$ cat src/rtl/pc_gen_pkg.sv
`default_nettype none
// ============================================================================
// Module   : pc_gen_pkg
// Purpose  : Shared constants, state encoding and helper functions for the
//            program-counter generator (pc_gen) and its redirect arbiter.
// Contents : c_RESET_VEC_DEF / c_EXC_VEC_DEF  default vector addresses
//            pc_state_e                       {PC_ST_RUN, PC_ST_HOLD}
//            f_seq_next                       next fetch-group address
//            f_inst_num                       valid slots left in a group
// Revision : 1.0  initial release
// ============================================================================
package pc_gen_pkg;

    // Default vector addresses (MIPS-style boot ROM / general exception entry)
    localparam logic [31:0] c_RESET_VEC_DEF = 32'hbfc00000;
    localparam logic [31:0] c_EXC_VEC_DEF   = 32'hbfc00380;

    // RUN : pc drives inst_addr
    // HOLD: a redirect target is parked in pend_pc behind an unaccepted request
    typedef enum logic [0:0] {
        PC_ST_RUN  = 1'b0,
        PC_ST_HOLD = 1'b1
    } pc_state_e;

    // Start of the next fetch group: clear the in-group offset, step one group.
    // grp_bytes is a power of two; the add wraps modulo 2^32 naturally.
    function automatic logic [31:0] f_seq_next(input logic [31:0] pc,
                                               input logic [31:0] grp_bytes);
        return (pc & ~(grp_bytes - 32'd1)) + grp_bytes;
    endfunction

    // Instructions remaining in the group from pc to the group boundary.
    function automatic logic [2:0] f_inst_num(input logic [31:0] pc,
                                              input int unsigned fetch_w);
        logic [31:0] off;
        off = (pc & ((fetch_w << 2) - 32'd1)) >> 2;
        return 3'(fetch_w - off);
    endfunction

endpackage : pc_gen_pkg
`default_nettype wire

$ cat src/rtl/pc_redirect_arb.sv
`default_nettype none
// ============================================================================
// Module   : pc_redirect_arb
// Purpose  : Combinational priority select of the redirect sources.
//            exception > eret > br_take; only the winner's target is output.
// Ports    : i_exception          exception pulse (target EXC_VEC)
//            i_eret / i_epc       exception-return pulse and its target
//            i_br_take/i_br_target branch pulse and its target
//            o_vld                any redirect requested this cycle
//            o_tgt                target of the highest-priority redirect
// Revision : 1.0  initial release
// ============================================================================
module pc_redirect_arb
    import pc_gen_pkg::*;
#(
    parameter logic [31:0] EXC_VEC = c_EXC_VEC_DEF
) (
    input  logic        i_exception,
    input  logic        i_eret,
    input  logic [31:0] i_epc,
    input  logic        i_br_take,
    input  logic [31:0] i_br_target,
    output logic        o_vld,
    output logic [31:0] o_tgt
);

    always_comb begin
        o_vld = i_exception | i_eret | i_br_take;
        if (i_exception) begin
            o_tgt = EXC_VEC;
        end else if (i_eret) begin
            o_tgt = i_epc;
        end else if (i_br_take) begin
            o_tgt = i_br_target;
        end else begin
            o_tgt = 32'd0;
        end
    end

endmodule : pc_redirect_arb
`default_nettype wire

$ cat src/rtl/pc_gen.sv
`default_nettype none
// ============================================================================
// Module   : pc_gen
// Purpose  : Instruction-fetch program-counter generator with valid/ready
//            style request handshake, prioritised redirects and optional
//            misaligned-target detection.
// Params   : RESET_VEC  first fetch address after reset
//            EXC_VEC    exception entry address
//            FETCH_W    instructions per fetch group (1, 2 or 4)
// Ports    : clk, resetn (sync, active-low)
//            stall                 downstream cannot take a new fetch
//            exception/eret/br_take one-cycle redirect pulses
//            epc, br_target        redirect targets
//            inst_req/inst_addr/inst_num  fetch request, held until accepted
//            inst_addr_ok          memory accepts the request this cycle
//            fetch_adel            misaligned redirect target flag
// Config   : PC_ALIGN_CHECK_EN -- when defined, a misaligned redirect target
//            raises fetch_adel for one cycle and halts fetching until the next
//            redirect; when undefined, target bits [1:0] are dropped and
//            fetch_adel is tied low.
// Revision : 1.0  initial release
// ============================================================================
module pc_gen
    import pc_gen_pkg::*;
#(
    parameter logic [31:0] RESET_VEC = c_RESET_VEC_DEF,
    parameter logic [31:0] EXC_VEC   = c_EXC_VEC_DEF,
    parameter int unsigned FETCH_W   = 1
) (
    input  logic        clk,
    input  logic        resetn,
    input  logic        stall,
    input  logic        exception,
    input  logic        eret,
    input  logic [31:0] epc,
    input  logic        br_take,
    input  logic [31:0] br_target,
    output logic        inst_req,
    output logic [31:0] inst_addr,
    output logic [2:0]  inst_num,
    input  logic        inst_addr_ok,
    output logic        fetch_adel
);

    localparam logic [0:0]  c_ST_RUN    = PC_ST_RUN;
    localparam logic [0:0]  c_ST_HOLD   = PC_ST_HOLD;
    localparam logic [31:0] c_GRP_BYTES = 32'(4 * FETCH_W);

    logic [0:0]  r_state;
    logic [0:0]  w_state_nxt;
    logic [31:0] r_pc;
    logic [31:0] w_pc_nxt;
    logic [31:0] r_pend_pc;
    logic [31:0] w_pend_nxt;
    logic        r_busy;        // request presented last cycle, not accepted

    logic        w_redir_vld;
    logic [31:0] w_redir_raw;
    logic [31:0] w_redir_tgt;
    logic        w_fire;
    logic        w_blocked;     // request presented this cycle, not accepted
    logic        w_load_vld;    // pc takes a new non-sequential/seq value
    logic [31:0] w_load_tgt;
    logic        w_tgt_bad;     // load target rejected as misaligned
    logic        w_halt;        // fetching stopped after a rejected target

    // ------------------------------------------------------------------
    // Redirect source selection
    // ------------------------------------------------------------------
    pc_redirect_arb #(
        .EXC_VEC     (EXC_VEC)
    ) u_arb (
        .i_exception (exception),
        .i_eret      (eret),
        .i_epc       (epc),
        .i_br_take   (br_take),
        .i_br_target (br_target),
        .o_vld       (w_redir_vld),
        .o_tgt       (w_redir_raw)
    );

`ifdef PC_ALIGN_CHECK_EN
    // Keep the raw low bits so a misaligned target can be detected on load.
    assign w_redir_tgt = w_redir_raw;
`else
    assign w_redir_tgt = w_redir_raw & ~32'h3;
`endif

    // ------------------------------------------------------------------
    // Handshake
    // ------------------------------------------------------------------
    // An accepted-pending request (r_busy) overrides stall so that a request
    // is never withdrawn once shown. resetn gates the output directly so
    // no request is shown while reset is held.
    assign inst_req  = resetn & ~w_halt & (~stall | r_busy);
    assign w_fire    = inst_req & inst_addr_ok;
    assign w_blocked = inst_req & ~inst_addr_ok;
    assign inst_addr = r_pc & ~32'h3;

    // ------------------------------------------------------------------
    // Next-pc / state selection
    // ------------------------------------------------------------------
    always_comb begin
        w_state_nxt = r_state;
        w_pend_nxt  = r_pend_pc;
        w_load_vld  = 1'b0;
        w_load_tgt  = r_pc;

        if (w_redir_vld) begin
            if (w_blocked) begin
                // Current address must stay on the bus: park the target.
                // In HOLD this simply replaces the older pending target.
                w_pend_nxt  = w_redir_tgt;
                w_state_nxt = c_ST_HOLD;
            end else begin
                // Nothing outstanding, or the request fires now: the newest
                // redirect wins over any parked target.
                w_load_vld  = 1'b1;
                w_load_tgt  = w_redir_tgt;
                w_state_nxt = c_ST_RUN;
            end
        end else if (w_fire) begin
            w_load_vld  = 1'b1;
            w_load_tgt  = (r_state == c_ST_HOLD) ? r_pend_pc
                                                 : f_seq_next(r_pc, c_GRP_BYTES);
            w_state_nxt = c_ST_RUN;
        end

        w_pc_nxt = (w_load_vld && !w_tgt_bad) ? w_load_tgt : r_pc;
    end

    always_ff @(posedge clk) begin
        if (!resetn) begin
            r_state   <= c_ST_RUN;
            r_pc      <= RESET_VEC;
            r_pend_pc <= 32'd0;
            r_busy    <= 1'b0;
        end else begin
            r_state   <= w_state_nxt;
            r_pc      <= w_pc_nxt;
            r_pend_pc <= w_pend_nxt;
            r_busy    <= w_blocked;
        end
    end

    // ------------------------------------------------------------------
    // Misaligned-target handling
    // ------------------------------------------------------------------
`ifdef PC_ALIGN_CHECK_EN
    logic r_halt;
    logic r_adel;

    // Sequential group steps are always aligned; only redirect targets
    // (direct or parked in pend_pc) can be misaligned.
    assign w_tgt_bad = w_load_vld & (w_load_tgt[1:0] != 2'b00);

    always_ff @(posedge clk) begin
        if (!resetn) begin
            r_halt <= 1'b0;
            r_adel <= 1'b0;
        end else begin
            // Flag is raised in the cycle the bad target would have appeared.
            r_adel <= w_tgt_bad;
            if (w_load_vld) begin
                r_halt <= w_tgt_bad;
            end
        end
    end

    assign w_halt     = r_halt;
    assign fetch_adel = r_adel;
`else
    assign w_tgt_bad  = 1'b0;
    assign w_halt     = 1'b0;
    assign fetch_adel = 1'b0;
`endif

    // ------------------------------------------------------------------
    // Group occupancy
    // ------------------------------------------------------------------
    generate
        if (FETCH_W == 1) begin : g_num_single
            assign inst_num = 3'd1;
        end else begin : g_num_group
            assign inst_num = f_inst_num(r_pc, FETCH_W);
        end
    endgenerate

endmodule : pc_gen
`default_nettype wire
$ cat config.mk
export PLATFORM = sky130hd
export DESIGN_NAME = pc_gen
export DESIGN_NICKNAME = d
export VERILOG_FILES = /design/src/rtl/pc_gen_pkg.sv /design/src/rtl/pc_redirect_arb.sv /design/src/rtl/pc_gen.sv
export SDC_FILE = /design/constraint.sdc
export NUM_CORES = 1
export LEC_CHECK = 0
export ABC_AREA = 1
export BUFFER_PORTS_ARGS = -buffer_cell sky130_fd_sc_hd__clkbuf_2
export CAP_MARGIN = 5
export CORE_ASPECT_RATIO = 0.75
export CORE_MARGIN = 3
export CORE_UTILIZATION = 37
export CTS_BUF_LIST = sky130_fd_sc_hd__clkbuf_2
export CTS_CLUSTER_SIZE = 24
export DETAILED_ROUTE_END_ITERATION = 6
export GPL_TIMING_DRIVEN = 1
export SLEW_MARGIN = 15
export SYNTH_ARGS = -nofsm -noshare
export SYNTH_HDL_FRONTEND = slang
export SYNTH_SLANG_ARGS = --single-unit
$ cat constraint.sdc
create_clock -name clk -period 2.1 [get_ports clk]
set_input_delay 0.105 -clock clk [delete_from_list [all_inputs] [get_ports clk]]
set_output_delay 0.105 -clock clk [all_outputs]
set_load 0.01 [all_outputs]
==> qor.csv <==
stage,metric,value,unit
timing,relSlewSlack,56.11,%
floorplan,floorplan.rows,31,
setup_path,timing.reg2reg.setup_slack,0.22,ns
synth,synthCells,620,
clock_tree,clock-root-buffer,clkbuf_2,
layout,layout-drive-gt1-share,19.76,%
synth,synth_edf_count,0,
placed_design,gp_routability_congestion,0.9872,
synth,syn-cell-area,3930,um^2
setup_path,cp-start-kind,primary input,
clock_tree,cts_tree,yes,
synth,synthFlopType,dfxtp_1,
min_path,worst_hold_path_type,in2reg,
floorplan,num_io_pins,108,
pwr,power-per-cell-area,518.2,nW/um^2
timing,fin_hold_ws,0.02461,ns
floorplan,start_util,39.27,%
timing,setup_tns,0,ns
floorplan,chipHeight,95.26,um
min_path,min_path_cells,4,
floorplan,floorplan.core_area,10010,um^2
clock_tree,reg_clk_slew_reported_paths,0.16,ns
drt,final_wl,13560,um
synth,ys_async_sr_fraction,0,%
timing,skew,0.01460,ns
global_routing,grt_antenna_before_repair,0,
global_routing,grt_max_degree,42,
pwr,seq_power_share,51.0,%
global_routing,grt.overflow.total,0,
setup_path,crit_required,2.55,ns
drt,dr_total_vias,4550,
timing,period_share,90.26,%
setup_path,setup.worst_path.end_class,flip-flop,
floorplan,die_x,125.0,um
pwr,peakVddDrop,0.0002458,V
setup_path,worst_r2r_startpoint,r_pc[3],
pwr,power_frac_clock,22.1,%
clock_tree,clk_path_buf_depth,2,
timing,grt_setup_unrepaired,false,
timing,fin_crit,1.895,ns
global_routing,grt_total_usage,23.01,%
setup_path,worstReg2RegEnd,r_pc[24],
setup_path,worst_ep_arrival_time,2.35,ns
layout,syn_to_final_growth,29.99,%
status,outcome,"finished, final reports clean",
global_routing,wire_length_of_the_first_global_routing_pass,21890,um
layout,layout.nets,833,
placed_design,dp_cells,829,
setup_path,rr_worst_depth,10,
setup_path,critPathKind,in2reg,
pwr,power.combinational.fraction,26.9,%
pwr,power.switching_fraction,35.00,%
timing,setup_violation_total_in_the_final_timing_report,0,
layout,layoutNonFillerInstCount,896,
placed_design,dpl.hpwl,9380,um
drt,drt_pre_antenna_iters,5,
pwr,p_int,1.721,mW
layout,antenna_cells,0,
clock_tree,cts-buffers-inserted,9,
timing,slew_violations,0,
synth,synth_warnings,0,
drt,route.detailed.wl_per_inst,15.14,um
clock_tree,insertion_delay,0.54,ns
clock_tree,cts_htree_levels,3,
floorplan,fp.dieArea,11910,um^2
job,count_of_maximum_capacitance_violations,0,
min_path,hold_path_end,r_pc[3],
drt,drt-initial-drc-count,245,
drt,drc,0,
pwr,total_switching_power,0.9264,mW
placed_design,io_buffer_count,97,
clock_tree,clkSinkCount,62,
timing,fmaxAchievable,527.6,MHz
drt,drt.antenna.violating_nets,0,
timing,finalHoldViolations,0,
min_path,hold_start,epc[3],
synth,unique_cell_type_count_in_the_yosys_netlist,35,
setup_path,cp_startpoint,br_take,
timing,worst_slew_pin_slew,0.6574,ns
global_routing,first_global_vias,4410,
setup_path,critical_path_fanout_max,7,
synth,postSynthAreaPerCell,6.339,um^2
synth,seq_area_frac_synth,31.58,%
pwr,leak,2.377,nW
drt,route.detailed.vias_per_inst,5.078,
synth,synth-seq-cells,62,
## routing by layer
layer,vias to the layer above,GRT usage (%),share of wire (%)
li1,2306,-,-
met1,2060,30.11,48
met2,169,38.91,44
met3,15,4.983,6.2
met4,0,6.047,1.1
met5,-,0,0
## Yosys cell counts (2+ instances only)
master	n	share of area, %
buf_2	3	0.38
a21oi_1	59	7.5
nor2_2	2	0.32
dfxtp_1	62	32
buf_6	5	1.4
nand3_1	23	2.9
inv_1	39	3.7
o21ai_0	48	6.1
a211oi_2	4	1.3
a22o_1	15	3.3
a31oi_1	5	0.80
nand4_1	3	0.48
nand2_2	2	0.32
o211ai_1	4	0.76
a22oi_1	13	2.5
nor2_4	2	0.57
o21ai_1	6	0.76
nand3b_1	3	0.57
conb_1	2	0.19
xor2_1	10	2.2
nand2_1	172	16
xnor2_1	4	0.89
a21oi_2	2	0.45
nor3_1	2	0.25
nor2_1	89	8.5
inv_2	6	0.57
clkbuf_1	20	1.9
buf_4	8	1.5
## logic make-up after synthesis
group / count (synthesis) / synth area share, %
adders and majority gates: 1 / 0.3183
DFF: 62 / 31.58
xor gates and xnor gates: 14 / 3.120
and+or+nand+nor: 301 / 30.98
other: 2 / 0.1911
AOI/OAI and AO/OA: 158 / 24.16
buffers and inverters: 82 / 9.646
## worst max-delay path, cell delays in order
cell,delay (ns)
dlygate4sd3_1,0.54
clkbuf_2,0.12
nand2_1,0.11
clkinvlp_4,0.20
buf_4,0.19
a22oi_1,0.12
dlygate4sd3_1,0.56
nand2_1,0.07
o21ai_0,0.17
inv_1,0.06
nand2_1,0.06
nand2_1,0.04
## area by class of cell
class | count | area (um^2)
Fill cell | 1045 | 4898
Tap cell | 132 | 165.2
Clock buffer | 11 | 55.05
Clock inverter | 3 | 13.76
Multi-Input combinational cell | 480 | 2332
Sequential cell | 62 | 1241
Inverter | 45 | 172.7
Timing Repair Buffer | 163 | 1129
## metrics by stage
| stage | power [mW] | instance area, um^2 | setup slack [ns] | util, % |
|---|---|---|---|---|
| 4_1_cts | 2.656 | 5067 | 0.1841 | 50.64 |
| 6_report | 2.647 | 5109 | 0.2046 | 51.05 |
| 2_1_floorplan | 1.756 | 3945 | 0.4221 | - |
| 3_5_place_dp | 1.993 | 4508 | 0.2440 | 45.05 |
| 5_1_grt | 2.811 | 5109 | 0.003124 | 51.05 |
| 3_3_place_gp | 1.981 | 4508 | 0.2649 | 45.05 |
## cells in the final DEF (no fill, tap or decap), drive strengths merged
cell type    count
a211oi           4
a21oi           62
a22o            15
a22oi           13
a31oi            5
and3             1
buf             17
clkbuf         108
clkinv           3
clkinvlp         1
conb             6
dfxtp           62
dlygate4sd3     49
ha               1
inv             44
nand2          175
nand3           23
nand3b           3
nand4            3
nor2            93
nor3             2
o211a            1
o211ai           4
o21ai           54
or2              1
xnor2            4
xor2            10
## state kept, by name, indices dropped and copies added (netlist names)
register / cells
r_busy: 1
r_pc: 30
r_pend_pc: 30
r_state: 1
## power by group through the flow
stage	Sequential [mW]	Combinational, mW	Clock (mW)
global placement	1.37	0.609	0
CTS	1.35	0.703	0.604
finish	1.35	0.711	0.585
global route	1.36	0.798	0.650
floorplan	1.37	0.386	0
detailed placement	1.37	0.619	0
## worst max-delay path by stage
stage / to / slack, ns / cells past startpoint
CTS: r_pc[16] / 0.18 / 11
detailed placement: r_pc[20] / 0.24 / 10
finish: r_pc[22] / 0.20 / 12
global placement: r_pc[26] / 0.26 / 9
global route: r_pc[24] / 0.003 / 10
floorplan: r_pc[26] / 0.42 / 9
## what timing repair did
item,CTS,global route
buffers inserted,0,4
hold buffers,49,0
setup endpoints to repair,0,4
hold endpoints to repair,39,0
resized for setup,0,3
No activity file was read; power rests on OpenSTA's default activity.
